--- config.mk ---
export PLATFORM = sky130hd
export DESIGN_NAME = ysyx_22050243_ifu
export DESIGN_NICKNAME = d
export VERILOG_FILES = /design/src/rtl/ysyx_22050243_ifu.sv
export SDC_FILE = /design/constraint.sdc
export NUM_CORES = 1
export LEC_CHECK = 0
export BUFFER_PORTS_ARGS = -buffer_cell sky130_fd_sc_hd__buf_2
export CORE_ASPECT_RATIO = 1.5
export CORE_MARGIN = 2
export CORE_UTILIZATION = 45
export CTS_CLUSTER_SIZE = 24
export DETAILED_ROUTE_END_ITERATION = 10
export HOLD_SLACK_MARGIN = 0.02
export PLACE_DENSITY = 0.66
export SYNTH_ARGS = -nofsm -noshare
export SYNTH_HDL_FRONTEND = slang
export SYNTH_SLANG_ARGS = --single-unit
--- constraint.sdc ---
create_clock -name clk -period 5.7 [get_ports clk]
set_input_delay 0.855 -clock clk [delete_from_list [all_inputs] [get_ports clk]]
set_output_delay 0.855 -clock clk [all_outputs]
set_load 0.02 [all_outputs]
--- src/rtl/ysyx_22050243_ifu.sv ---
// Instruction fetch unit: credit-limited in-order fetch into a small {pc, inst} buffer.
// A redirect flushes the buffer and drops the responses of every request still outstanding.

module ysyx_22050243_ifu_chk #(
  parameter int DEPTH = 2,
  parameter int CW    = 2
) (
  input logic          clk,
  input logic          push,
  input logic          pop,
  input logic [CW-1:0] cnt
);
  // The credit rule makes a push into a full buffer impossible; trap it if that ever breaks
  always_ff @(posedge clk) begin
    if (push && !pop) begin
      assert (cnt != CW'(DEPTH)) else $fatal(1, "ifu instruction buffer overflow");
    end
  end
endmodule

module ysyx_22050243_ifu #(
  parameter logic [63:0] RESET_PC = 64'h8000_0000,
  parameter int          DEPTH    = 2
) (
  input  logic        clk,
  input  logic        rst,
  output logic        req_valid,
  input  logic        req_ready,
  output logic [63:0] req_addr,
  input  logic        rsp_valid,
  input  logic [31:0] rsp_data,
  output logic        inst_valid,
  input  logic        inst_ready,
  output logic [31:0] inst,
  output logic [63:0] inst_pc,
  input  logic        redirect_valid,
  input  logic [63:0] redirect_pc
);
  localparam int CW  = $clog2(DEPTH + 1);
  localparam int CW1 = CW + 1;
  localparam int DW  = CW + 4;
  localparam int AW  = (DEPTH > 1) ? $clog2(DEPTH) : 1;
  localparam logic [CW:0]   DEPTH_C  = CW1'(DEPTH);
  localparam logic [AW-1:0] LAST_IDX = AW'(DEPTH - 1);

  function automatic logic [AW-1:0] ptr_inc(input logic [AW-1:0] p);
    logic [AW-1:0] n;
    if (p == LAST_IDX) n = {AW{1'b0}};
    else               n = p + AW'(1'b1);
    return n;
  endfunction

  logic [63:0]   pc_r;
  logic [CW-1:0] in_flight_r;
  logic [DW-1:0] drop_r;
  logic [63:0]   iss_pc_r [DEPTH];
  logic [AW-1:0] iss_rd_r;
  logic [AW-1:0] iss_wr_r;
  logic [63:0]   buf_pc_r   [DEPTH];
  logic [31:0]   buf_inst_r [DEPTH];
  logic [AW-1:0] buf_rd_r;
  logic [AW-1:0] buf_wr_r;
  logic [CW-1:0] buf_cnt_r;

  logic          credit_s;
  logic          issue_s;
  logic          rsp_keep_s;
  logic          push_s;
  logic          pop_s;
  logic [63:0]   redirect_pc_s;

  // Drop counter only counts responses of abandoned requests, so it is not part of the credit
  assign credit_s      = ({1'b0, in_flight_r} + {1'b0, buf_cnt_r}) < DEPTH_C;
  assign req_valid     = rst && !redirect_valid && credit_s;
  assign req_addr      = pc_r;
  assign issue_s       = req_valid && req_ready;
  assign rsp_keep_s    = rsp_valid && (drop_r == {DW{1'b0}});
  assign push_s        = rsp_keep_s && !redirect_valid;
  assign inst_valid    = (buf_cnt_r != {CW{1'b0}});
  assign pop_s         = inst_valid && inst_ready && !redirect_valid;
  assign inst          = buf_inst_r[buf_rd_r];
  assign inst_pc       = buf_pc_r[buf_rd_r];
  assign redirect_pc_s = redirect_pc & ~64'd3;

  // Fetch PC and request accounting; a redirect turns every outstanding request into a drop
  always_ff @(posedge clk or negedge rst) begin
    if (!rst) begin
      pc_r        <= RESET_PC;
      in_flight_r <= {CW{1'b0}};
      drop_r      <= {DW{1'b0}};
    end else if (redirect_valid) begin
      pc_r        <= redirect_pc_s;
      in_flight_r <= {CW{1'b0}};
      drop_r      <= drop_r + DW'(in_flight_r) - DW'(rsp_valid);
    end else begin
      if (issue_s) pc_r <= pc_r + 64'd4;
      in_flight_r <= in_flight_r + CW'(issue_s) - CW'(rsp_keep_s);
      drop_r      <= drop_r - DW'(rsp_valid && !rsp_keep_s);
    end
  end

  // Addresses of live in-flight requests, consumed in order by kept responses
  always_ff @(posedge clk or negedge rst) begin
    if (!rst) begin
      for (int i = 0; i < DEPTH; i++) iss_pc_r[i] <= 64'd0;
      iss_rd_r <= {AW{1'b0}};
      iss_wr_r <= {AW{1'b0}};
    end else if (redirect_valid) begin
      iss_rd_r <= {AW{1'b0}};
      iss_wr_r <= {AW{1'b0}};
    end else begin
      if (issue_s) begin
        iss_pc_r[iss_wr_r] <= pc_r;
        iss_wr_r           <= ptr_inc(iss_wr_r);
      end
      if (rsp_keep_s) iss_rd_r <= ptr_inc(iss_rd_r);
    end
  end

  // Instruction buffer; entries are registers so decode never sees rsp_data combinationally
  always_ff @(posedge clk or negedge rst) begin
    if (!rst) begin
      for (int i = 0; i < DEPTH; i++) begin
        buf_pc_r[i]   <= 64'd0;
        buf_inst_r[i] <= 32'd0;
      end
      buf_rd_r  <= {AW{1'b0}};
      buf_wr_r  <= {AW{1'b0}};
      buf_cnt_r <= {CW{1'b0}};
    end else if (redirect_valid) begin
      buf_rd_r  <= {AW{1'b0}};
      buf_wr_r  <= {AW{1'b0}};
      buf_cnt_r <= {CW{1'b0}};
    end else begin
      if (push_s) begin
        buf_pc_r[buf_wr_r]   <= iss_pc_r[iss_rd_r];
        buf_inst_r[buf_wr_r] <= rsp_data;
        buf_wr_r             <= ptr_inc(buf_wr_r);
      end
      if (pop_s) buf_rd_r <= ptr_inc(buf_rd_r);
      buf_cnt_r <= buf_cnt_r + CW'(push_s) - CW'(pop_s);
    end
  end

  ysyx_22050243_ifu_chk #(.DEPTH(DEPTH), .CW(CW)) u_chk (
    .clk  (clk),
    .push (push_s),
    .pop  (pop_s),
    .cnt  (buf_cnt_r)
  );

endmodule
==> qor.txt, run 1 <==
status = completed
Worst path slowest cell = nor4b_4
crit-path cells = and2_1, fa_1, nor4b_4, and2_2, buf_4, nand4_2, nor4_1, mux2_2
data required time at the worst endpoint = 6.13 ns
H-tree depth = 2
GRT Util Overall = 21.6%
Seq/Total Area, Yosys = 53.6%
PnR worst setup slack = 1.81 ns
Max stage delay on crit path = 0.54 ns
mapped cell area = 0.0181 mm^2
CTS Buf Count = 38
DRT iter0 DRCs = 796
die area = 0.0419 mm^2
first-pass GRT wire length = 71500 um
wire length per cell = 19.5 um
Syn Area/Cell = 11.3 um^2
library cells used by synthesis = 66
ys async rst share = 100%
Worst Reg-to-Reg Cells = 8
TritonCTS clock tree = built
row count = 90
clk sinks = 388
Final Max Tran Viols = 0
pre-CTS setup slack = 1.55 ns
Syn. warnings = 0
Most used DFF post-synth = dfrtp_1
Fin Clk Skew = 0.0169 ns
LEAKAGE = 9.88 nW
number of top-level design ports = 264
hold buffers post-CTS = 0
Synth Instances = 1601
vias in the first global route = 13024
Port Buf Inserts = 257
area grow syn2layout = 15.9%
gpl congestion = 0.820
Slew headroom = 26.4%
RSZ-0062 raised after global routing = false
final setup vio count = 0
clk buf depth = 3
DRC Markers = 0
number of synthesized register bits = 388
Slew @ Worst Pin = 1.10 ns
Vert. Die Dim = 250 um
DRT antenna net count = 0
Post-synth EDFFs = 0
Total Routed Length = 45600 um
Final nets = 1933
Critical Path AT = 4.33 ns
CP endpoint kind = register
Crit Path Category = reg2reg
Worst Setup SP = in_flight_r[0]$_DFF_PN0_
Initial DRT Pass Iterations = 4
layout cells sized above 1 = 34.0%
DR vias/cell = 5.64
Initial Utilization = 45.3%
R2R Path Start = in_flight_r[0]$_DFF_PN0_
CP max FO = 42
grt ovf = 0
largest net degree at the start of global routing = 139
r2r setup slk = 1.81 ns
Post-CTS Repair Setup Buffers = 0
DP Wirelength = 30200 um
clock-pin slew on the worst setup and hold paths = 0.07 ns
vias = 13194
Chip Width = 168 um
PwrDens = 385 mW/mm^2
fmax = 0.257 GHz
Setup crit start kind = register
Reg-to-Reg End = req_addr[58]$_DFFE_PN0P_
post-cts resize count = 0
core area = 0.0400 mm^2
Clock Tree Root = clkbuf_16
clk_lat worst skew = 0.54 ns
setup_tns = 0 ns
final hold vios = 0
HP Class = in2async
max_cap viols = 0
post-route clock period utilization = 68.3%
antenna violations before repair = 2
Final Critical Period = 3.89 ns
maximum vdd drop = 213 uV
## metrics by stage
stage	cells	util, %	total power [mW]	area (um^2)	hold WS, ns
after floorplan	1604	-	4.96	18100	0.444
after global placement	2276	49.5	5.57	19800	0.455
after detailed placement	2276	49.5	5.65	19800	0.464
after CTS	2340	52.6	8.18	21000	0.274
after global routing	2341	52.6	8.53	21000	0.284
final	2341	52.6	8.08	21000	0.257
## power breakdown
group	switching [mW]	internal, mW	leakage [nW]	total, mW
clock	1.05	1.44	0.607	2.50
combinational	1.11	0.873	4.20	1.98
sequential	0.347	3.26	5.08	3.61
## cells in the mapped netlist (all sizes together) (3+ instances only)
master  instances  share of area (%)
dfrtp         387                 53
mux2          262                 16
nand2         170                3.5
o21ai         106                2.9
nor2           90                1.9
a21oi          78                2.2
mux2i          69                3.8
clkbuf         62                1.3
nand3          53                1.5
buf            45                1.2
inv            35               0.72
o311ai         32                1.5
o211ai         22               0.91
nand4          20               0.81
ha             19                1.3
nor3           13               0.36
or4            13               0.54
and2           12               0.41
a221o          10               0.55
and3            9               0.31
or2             9               0.31
nor4            8               0.46
xnor2           8               0.39
xor2            7               0.34
and4            6               0.29
nor2b           5               0.17
or3             5               0.17
a21o            3               0.12
a22oi           3               0.12
a311oi          3               0.14
a31oi           3               0.10
a41oi           3               0.14
nand2b          3               0.10
## cells in the final DEF (no fill, tap or decap), drive strengths merged, types with 4 or more instances in the layout
master / netlist / routed
clkinv: 1 / 9
nand3: 53 / 53
nand2: 170 / 170
o311ai: 32 / 32
mux2: 262 / 262
or3: 5 / 5
buf: 45 / 273
conb: 1 / 4
dfrtp: 387 / 387
xor2: 7 / 7
a21oi: 78 / 78
nand4: 20 / 20
nor2b: 5 / 5
ha: 19 / 19
and2: 12 / 12
clkbuf: 62 / 51
inv: 35 / 36
and3: 9 / 9
nor2: 90 / 90
o211ai: 22 / 22
mux2i: 69 / 69
or2: 9 / 9
and4: 6 / 6
nor3: 13 / 13
or4: 13 / 13
nor4: 8 / 8
xnor2: 8 / 8
a221o: 10 / 10
o21ai: 106 / 106
## state kept, by name, indices dropped and copies added (netlist names)
| signal | flops |
|---|---|
| buf_cnt_r | 2 |
| req_addr | 62 |
| iss_wr_r | 1 |
| in_flight_r | 2 |
| buf_rd_r | 1 |
| iss_pc_r | 124 |
| buf_inst_r | 64 |
| iss_rd_r | 1 |
| buf_wr_r | 1 |
| drop_r | 6 |
| buf_pc_r | 124 |
## worst max path at each step
stage	to	slack, ns	cells past startpoint
after floorplan	in_flight_r[0]$_DFF_PN0_	2.65	12
after global placement	req_addr[58]$_DFFE_PN0P_	1.61	7
after detailed placement	req_addr[58]$_DFFE_PN0P_	1.55	7
after CTS	req_addr[58]$_DFFE_PN0P_	1.85	8
after global routing	req_addr[58]$_DFFE_PN0P_	1.60	8
final	req_addr[58]$_DFFE_PN0P_	1.81	8
## worst max-delay path: cells and delay by family (launching register included)
family / cells / cell delay [ns]
multiplexers: 1 / 0.37
buffers and inverters: 1 / 0.47
adder cells (fa/ha/maj): 1 / 0.48
flip-flops: 1 / 0.41
AND/OR/NAND/NOR: 5 / 2.04
## cell families (layout without fill, tap and decap cells)
kind of cell / after synthesis / in the layout / share of synthesized area (%)
multiplexers: 331 / 331 / 20.1
adder cells (fa/ha/maj): 21 / 21 / 1.53
other: 1 / 5 / 0.0207
flip-flops: 388 / 388 / 53.6
AO/OA/AOI/OAI: 278 / 278 / 9.46
buffers and inverters: 143 / 373 / 3.29
AND/OR/NAND/NOR: 424 / 424 / 11.3
XOR/XNOR: 15 / 15 / 0.725
## metal layers
layer / wire, um / track usage (%)
met5: 15 / 0
met4: 1600 / 8.57
met3: 2490 / 3.49
met2: 22200 / 36.0
met1: 19300 / 28.2
## layout make-up
class                           count  area, um^2
Antenna cell                        1        2.50
Clock buffer                       51        1100
Clock inverter                     13         128
Fill cell                        3542       19000
Inverter                           36         135
Multi-Input combinational cell   1073        7850
Sequential cell                   388        9720
Tap cell                          506         633
Timing Repair Buffer              273        1440
Power figures use the tool's default switching activity.
==> inputs of run 2 (changes only) <==
PLACE_DENSITY = 0.69   (was 0.66)
clock period = 3.4 ns   (was 5.7 ns; I/O delays follow)
==> qor.txt, run 2 (synthesized netlist as in run 1, its figures left out) <==
placed cell count = 2302 (was 2276)
clk_lat worst skew = 0.54 ns (about the same)
most frequent cells in the layout = 385 x dfrtp_1, 262 x mux2_2, 256 x buf_2, 169 x nand2_1, 106 x o21ai_0 (unchanged)
vias in the first global route = 13293 (was 13024)
final setup vio count = 0 (unchanged)
final hold vios = 0 (unchanged)
Vert. Die Dim = 250 um (unchanged)
antenna violations before repair = 3 (was 2)
Slew headroom = 34.1% (was 26.4%)
Fin Clk Skew = 0.0219 ns (was 0.0169 ns)
status = completed (unchanged)
Critical Path AT = 3.39 ns (was 4.33 ns)
CTS Buf Count = 38 (unchanged)
data required time at the worst endpoint = 3.82 ns (was 6.13 ns)
Chip Width = 168 um (unchanged)
total chip power = 13.6 mW (was 8.08 mW)
DRC Markers = 0 (unchanged)
Port Buf Inserts = 257 (unchanged)
clk buf depth = 3 (unchanged)
clock-pin slew on the worst setup and hold paths = 0.07 ns (about the same)
r2r setup slk = 0.43 ns (was 1.81 ns)
met3 GRT Util = 3.41% (was 3.49%)
H-tree depth = 2 (unchanged)
largest net degree at the start of global routing = 179 (was 139)
most common cell after layout, fill and taps aside = dfrtp_1 (unchanged)
Worst Reg-to-Reg Cells = 7 (was 8)
Reg-to-Reg End = req_addr[58]$_DFFE_PN0P_ (unchanged)
DR vias/cell = 5.62 (was 5.64)
layout cells sized above 1 = 34.7% (was 34.0%)
DRT antenna net count = 0 (unchanged)
max_cap viols = 0 (unchanged)
DP Wirelength = 31600 um (was 30200 um)
HP Start = redirect_pc[4]
clk sinks = 388 (unchanged)
Crit Path Category = reg2reg (unchanged)
core area = 0.0400 mm^2 (unchanged)
HP Class = in2reg (was in2async)
Fillers = 3501 (was 3542)
TritonCTS clock tree = built (unchanged)
Final Max Tran Viols = 0 (unchanged)
Final nets = 1960 (was 1933)
gpl congestion = 0.866 (was 0.820)
row count = 90 (unchanged)
wire length per cell = 19.3 um (was 19.5 um)
Initial DRT Pass Iterations = 7 (was 4)
Post-CTS Repair Setup Buffers = 0 (unchanged)
post-route clock period utilization = 87.4% (was 68.3%)
DRT iter0 DRCs = 733 (was 796)
CP top delay family = simple AND/OR/NAND/NOR gates (unchanged)
Total Routed Length = 45900 um (was 45600 um)
first-pass GRT wire length = 72700 um (was 71500 um)
RSZ-0062 raised after global routing = false (unchanged)
CP max FO = 15 (was 42)
grt met1 use = 27.9% (was 28.2%)
Regs by FF count = buf_pc_r x124, iss_pc_r x124, buf_inst_r x64 (unchanged)
maximum vdd drop = 281 uV (was 213 uV)
grt ovf = 0 (unchanged)
LEAKAGE = 10.1 nW (was 9.88 nW)
Setup crit start kind = register (unchanged)
R2R Path Start = in_flight_r[0]$_DFF_PN0_ (unchanged)
gr busiest metal = met2 (unchanged)
met2 usage = 37.0% (was 36.0%)
Initial Utilization = 45.3% (unchanged)
number of top-level design ports = 264 (unchanged)
vias = 13335 (was 13194)
PwrDens = 637 mW/mm^2 (was 385 mW/mm^2)
Final Critical Period = 2.97 ns (was 3.89 ns)
GRT Util Overall = 21.8% (was 21.6%)
Hold Crit Endpoint = req_addr[4]$_DFFE_PN0P_
setup_tns = 0 ns (unchanged)
crit path buf inv count = 0 (was 1)
Max stage delay on crit path = 0.48 ns (was 0.54 ns)
Slew @ Worst Pin = 0.989 ns (was 1.10 ns)
post-cts resize count = 0 (unchanged)
area grow syn2layout = 17.7% (was 15.9%)
CP endpoint kind = register (unchanged)
fmax = 0.337 GHz (was 0.257 GHz)
Hold Path Depth = 3
Non-Filler Instances = 2371 (was 2341)
final core utilization = 53.4% (was 52.6%)
crit-path cells = and2_1, fa_1, nor4b_4, and2_2, nand4_2, nor4_1, mux2_2 (was and2_1, fa_1, nor4b_4, and2_2, buf_4, nand4_2, nor4_1, mux2_2)
Worst path slowest cell = fa_1 (was nor4b_4)
die area = 0.0419 mm^2 (unchanged)
Clock Tree Root = clkbuf_16 (unchanged)
-- run 2: changes by cell type in the layout (fill, tap and decap cells not counted), sizes merged --
cell / previous run / this run
buf: 273 / 299
clkbuf: 51 / 59
clkinv: 9 / 4
diode: 1 / 3
bufinv: 2 / 1
clkinvlp: 2 / 1
dlygate4sd3: 0 / 1
-- run 2: report_power, final --
group,switching [mW],internal [mW]
Clock,1.74,2.44
Sequential,0.573,5.47
Combinational,1.89,1.49
Total,4.20,9.40
-- run 2: routing by layer --
layer	wire, um	up-vias
met5	13	-
met2	22500	406
met1	19300	6623
li1	-	6202
met4	1680	2
met3	2390	102
-- run 2: per-stage QoR --
stage | instance area, um^2 | worst slack [ns] | hold slack (ns)
finish | 21300 | 0.429 | 0.195
floorplan | 18100 | 0.346 | 0.214
CTS | 21300 | 0.422 | 0.170
detailed placement | 20100 | 0.443 | 0.388
global route | 21300 | 0.201 | 0.186
global placement | 20100 | 0.467 | 0.385
-- run 2: layout make-up --
class / instances / area [um^2] / area share (%)
Sequential cell: 388 / 9720 / 45.5
Multi-Input combinational cell: 1073 / 7850 / 36.8
Timing Repair Buffer: 300 / 1760 / 8.24
Clock buffer: 59 / 1170 / 5.49
Tap cell: 506 / 633 / 2.97
Inverter: 36 / 135 / 0.633
Clock inverter: 6 / 61.3 / 0.287
Antenna cell: 3 / 7.51 / 0.0352
-- run 2: worst max-delay path by stage --
| stage | startpoint | to | slack, ns | depth (start not counted) |
|---|---|---|---|---|
| floorplan | in_flight_r[0]$_DFF_PN0_ | in_flight_r[0]$_DFF_PN0_ | 0.35 | 12 |
| global placement | in_flight_r[0]$_DFF_PN0_ | req_addr[58]$_DFFE_PN0P_ | 0.47 | 7 |
| detailed placement | in_flight_r[0]$_DFF_PN0_ | req_addr[58]$_DFFE_PN0P_ | 0.44 | 7 |
| CTS | in_flight_r[0]$_DFF_PN0_ | req_addr[58]$_DFFE_PN0P_ | 0.42 | 7 |
| global route | in_flight_r[0]$_DFF_PN0_ | req_addr[58]$_DFFE_PN0P_ | 0.20 | 7 |
| finish | in_flight_r[0]$_DFF_PN0_ | req_addr[58]$_DFFE_PN0P_ | 0.43 | 7 |
-- run 2: worst register-to-register path, delay by kind of cell, from the launching register on --
kind	cells	cell delay, ns
muxes	1	0.37
DFF	1	0.40
adders and majority gates	1	0.48
and+or+nand+nor	5	1.61
-- run 2: repair_timing --
action                     in CTS  in global routing
hold endpoints to repair       26                  0
setup endpoints to repair       0                  0
hold buffers                    1                  0
==> inputs of run 3 (changes only) <==
CORE_MARGIN = not set   (was 2)
==> qor.txt, run 3 (synthesized netlist as in run 1, its figures left out) <==
Worst Setup SP = in_flight_r[0]$_DFF_PN0_ (unchanged)
clk_lat worst skew = 0.54 ns (about the same)
DRT iter0 DRCs = 791 (was 733)
Initial Utilization = 45.8% (was 45.3%)
first-pass GRT wire length = 72000 um (was 72700 um)
hold buffers post-CTS = 1 (unchanged)
Final Max Tran Viols = 0 (unchanged)
CP endpoint kind = register (unchanged)
Fillers = 3369 (was 3501)
Port Buf Inserts = 257 (unchanged)
DRT antenna net count = 0 (unchanged)
number of top-level design ports = 264 (unchanged)
most frequent cells in the layout = 385 x dfrtp_1, 262 x mux2_2, 256 x buf_2, 169 x nand2_1, 106 x o21ai_0 (unchanged)
final hold vios = 0 (unchanged)
Post-CTS Repair Setup Buffers = 0 (unchanged)
post-cts resize count = 0 (unchanged)
CP max FO = 15 (unchanged)
wire length per cell = 19.1 um (was 19.3 um)
clk sinks = 388 (unchanged)
core area = 0.0395 mm^2 (was 0.0400 mm^2)
fmax = 0.335 GHz (was 0.337 GHz)
vias = 13394 (was 13335)
Final Critical Period = 2.98 ns (was 2.97 ns)
DR vias/cell = 5.69 (was 5.62)
max_cap viols = 0 (unchanged)
setup_tns = 0 ns (unchanged)
clk buf depth = 3 (unchanged)
Slew headroom = 17.6% (was 34.1%)
Fin Clk Skew = 0.0229 ns (was 0.0219 ns)
most common cell after layout, fill and taps aside = dfrtp_1 (unchanged)
maximum vdd drop = 310 uV (was 281 uV)
Worst Reg-to-Reg Cells = 7 (unchanged)
Final nets = 1951 (was 1960)
RSZ-0062 raised after global routing = false (unchanged)
Critical Path AT = 3.40 ns (was 3.39 ns)
failing checks = design-rule violations
status = finished, violations left (was completed)
grt ovf = 0 (unchanged)
DR WL met2 = 22000 um (was 22500 um)
Chip Width = 166 um (was 168 um)
final core utilization = 54.1% (was 53.4%)
PwrDens = 650 mW/mm^2 (was 637 mW/mm^2)
routed wl met3 = 2180 um (was 2390 um)
Setup crit start kind = register (unchanged)
post-route clock period utilization = 87.7% (was 87.4%)
final setup vio count = 0 (unchanged)
R2R Path Start = in_flight_r[0]$_DFF_PN0_ (unchanged)
largest net degree at the start of global routing = 162 (was 179)
Clock Tree Root = clkbuf_16 (unchanged)
HP Start = redirect_pc[36] (was redirect_pc[4])
Regs by FF count = buf_pc_r x124, iss_pc_r x124, buf_inst_r x64 (unchanged)
gpl congestion = 0.861 (was 0.866)
CTS Buf Count = 38 (unchanged)
Crit Path Category = reg2reg (unchanged)
antenna fix cells = 0 (was 3)
Initial DRT Pass Iterations = 8 (was 7)
layout cells sized above 1 = 34.6% (was 34.7%)
DP Wirelength = 30800 um (was 31600 um)
DRC Markers = 17 (was 0)
Total Routed Length = 45100 um (was 45900 um)
die area = 0.0411 mm^2 (was 0.0419 mm^2)
Hold Path Depth = 3 (unchanged)
top sig layer = met5 (unchanged)
wl on met1 = 18700 um (was 19300 um)
Slew @ Worst Pin = 1.24 ns (was 0.989 ns)
GRT Util Overall = 22.1% (was 21.8%)
antenna violations before repair = 1 (was 3)
row count = 89 (was 90)
H-tree depth = 2 (unchanged)
HP Class = in2reg (unchanged)
TritonCTS clock tree = built (unchanged)
area grow syn2layout = 17.9% (was 17.7%)
clock-pin slew on the worst setup and hold paths = 0.06 ns (was 0.07 ns)
data required time at the worst endpoint = 3.82 ns (about the same)
Vert. Die Dim = 248 um (was 250 um)
vias in the first global route = 13335 (was 13293)
LEAKAGE = 10.1 nW (about the same)
## run 3: cell count changes in the layout (fill, tap and decap cells not counted)
cell       previous run  this run
buf_4                31        23
clkinv_4              0         1
clkbuf_16            39        41
bufinv_16             1         4
buf_12               11        10
diode_2               3         0
inv_6                 1         0
clkbuf_1              8         6
## run 3: layer usage
layer	up-vias	global-route usage, %
met5	-	0
met4	2	11.5
met3	122	3.09
met2	404	37.6
met1	6664	27.5
li1	6202	-
## run 3: final cells by class
type,instances,area (um^2),share of cell area (%)
clock buffers,59,1210,5.68
clock inverters,9,151,0.708
well taps,500,626,2.93
inverters,36,135,0.632
repair buffers,291,1680,7.85
multi-input cells,1073,7850,36.7
flip-flops and latches,388,9720,45.5
## run 3: worst max-delay path, cell delays in order, from the launching register on
cell and delay, ns:
dfrtp_1 0.40, and2_1 0.18, fa_1 0.48, nor4b_4 0.28, and2_2 0.29, nand4_2 0.41, nor4_1 0.45, mux2_2 0.37
## run 3: worst paths after layout
check	end	slack, ns
max	req_addr[58]$_DFFE_PN0P_	0.42
max in group asynchronous	buf_inst_r[39]$_DFFE_PN0P_	1.06
min reg2reg	buf_pc_r[57]$_DFFE_PN0P_	0.47
min in group asynchronous	buf_pc_r[70]$_DFFE_PN0P_	0.37
min	req_addr[36]$_DFFE_PN0P_	0.20
max reg2reg	req_addr[58]$_DFFE_PN0P_	0.42
## run 3: report_power, final
| group | switching (mW) | internal, mW | total, mW |
|---|---|---|---|
| combinational | 1.86 | 1.48 | 3.35 |
| sequential | 0.575 | 5.47 | 6.04 |
| clock | 1.75 | 2.76 | 4.51 |
| total | 4.19 | 9.71 | 13.9 |
## run 3: stage by stage
step | hold WS [ns] | instances | setup WS [ns] | cell area, um^2 | power (mW)
final | 0.200 | 2356 | 0.419 | 21400 | 13.9
after global routing | 0.189 | 2356 | 0.241 | 21400 | 14.6
after CTS | 0.164 | 2356 | 0.421 | 21400 | 14.1
after detailed placement | 0.319 | 2287 | 0.442 | 20000 | 9.50
after global placement | 0.319 | 2287 | 0.500 | 20000 | 9.34
after floorplan | 0.214 | 1604 | 0.346 | 18100 | 8.32
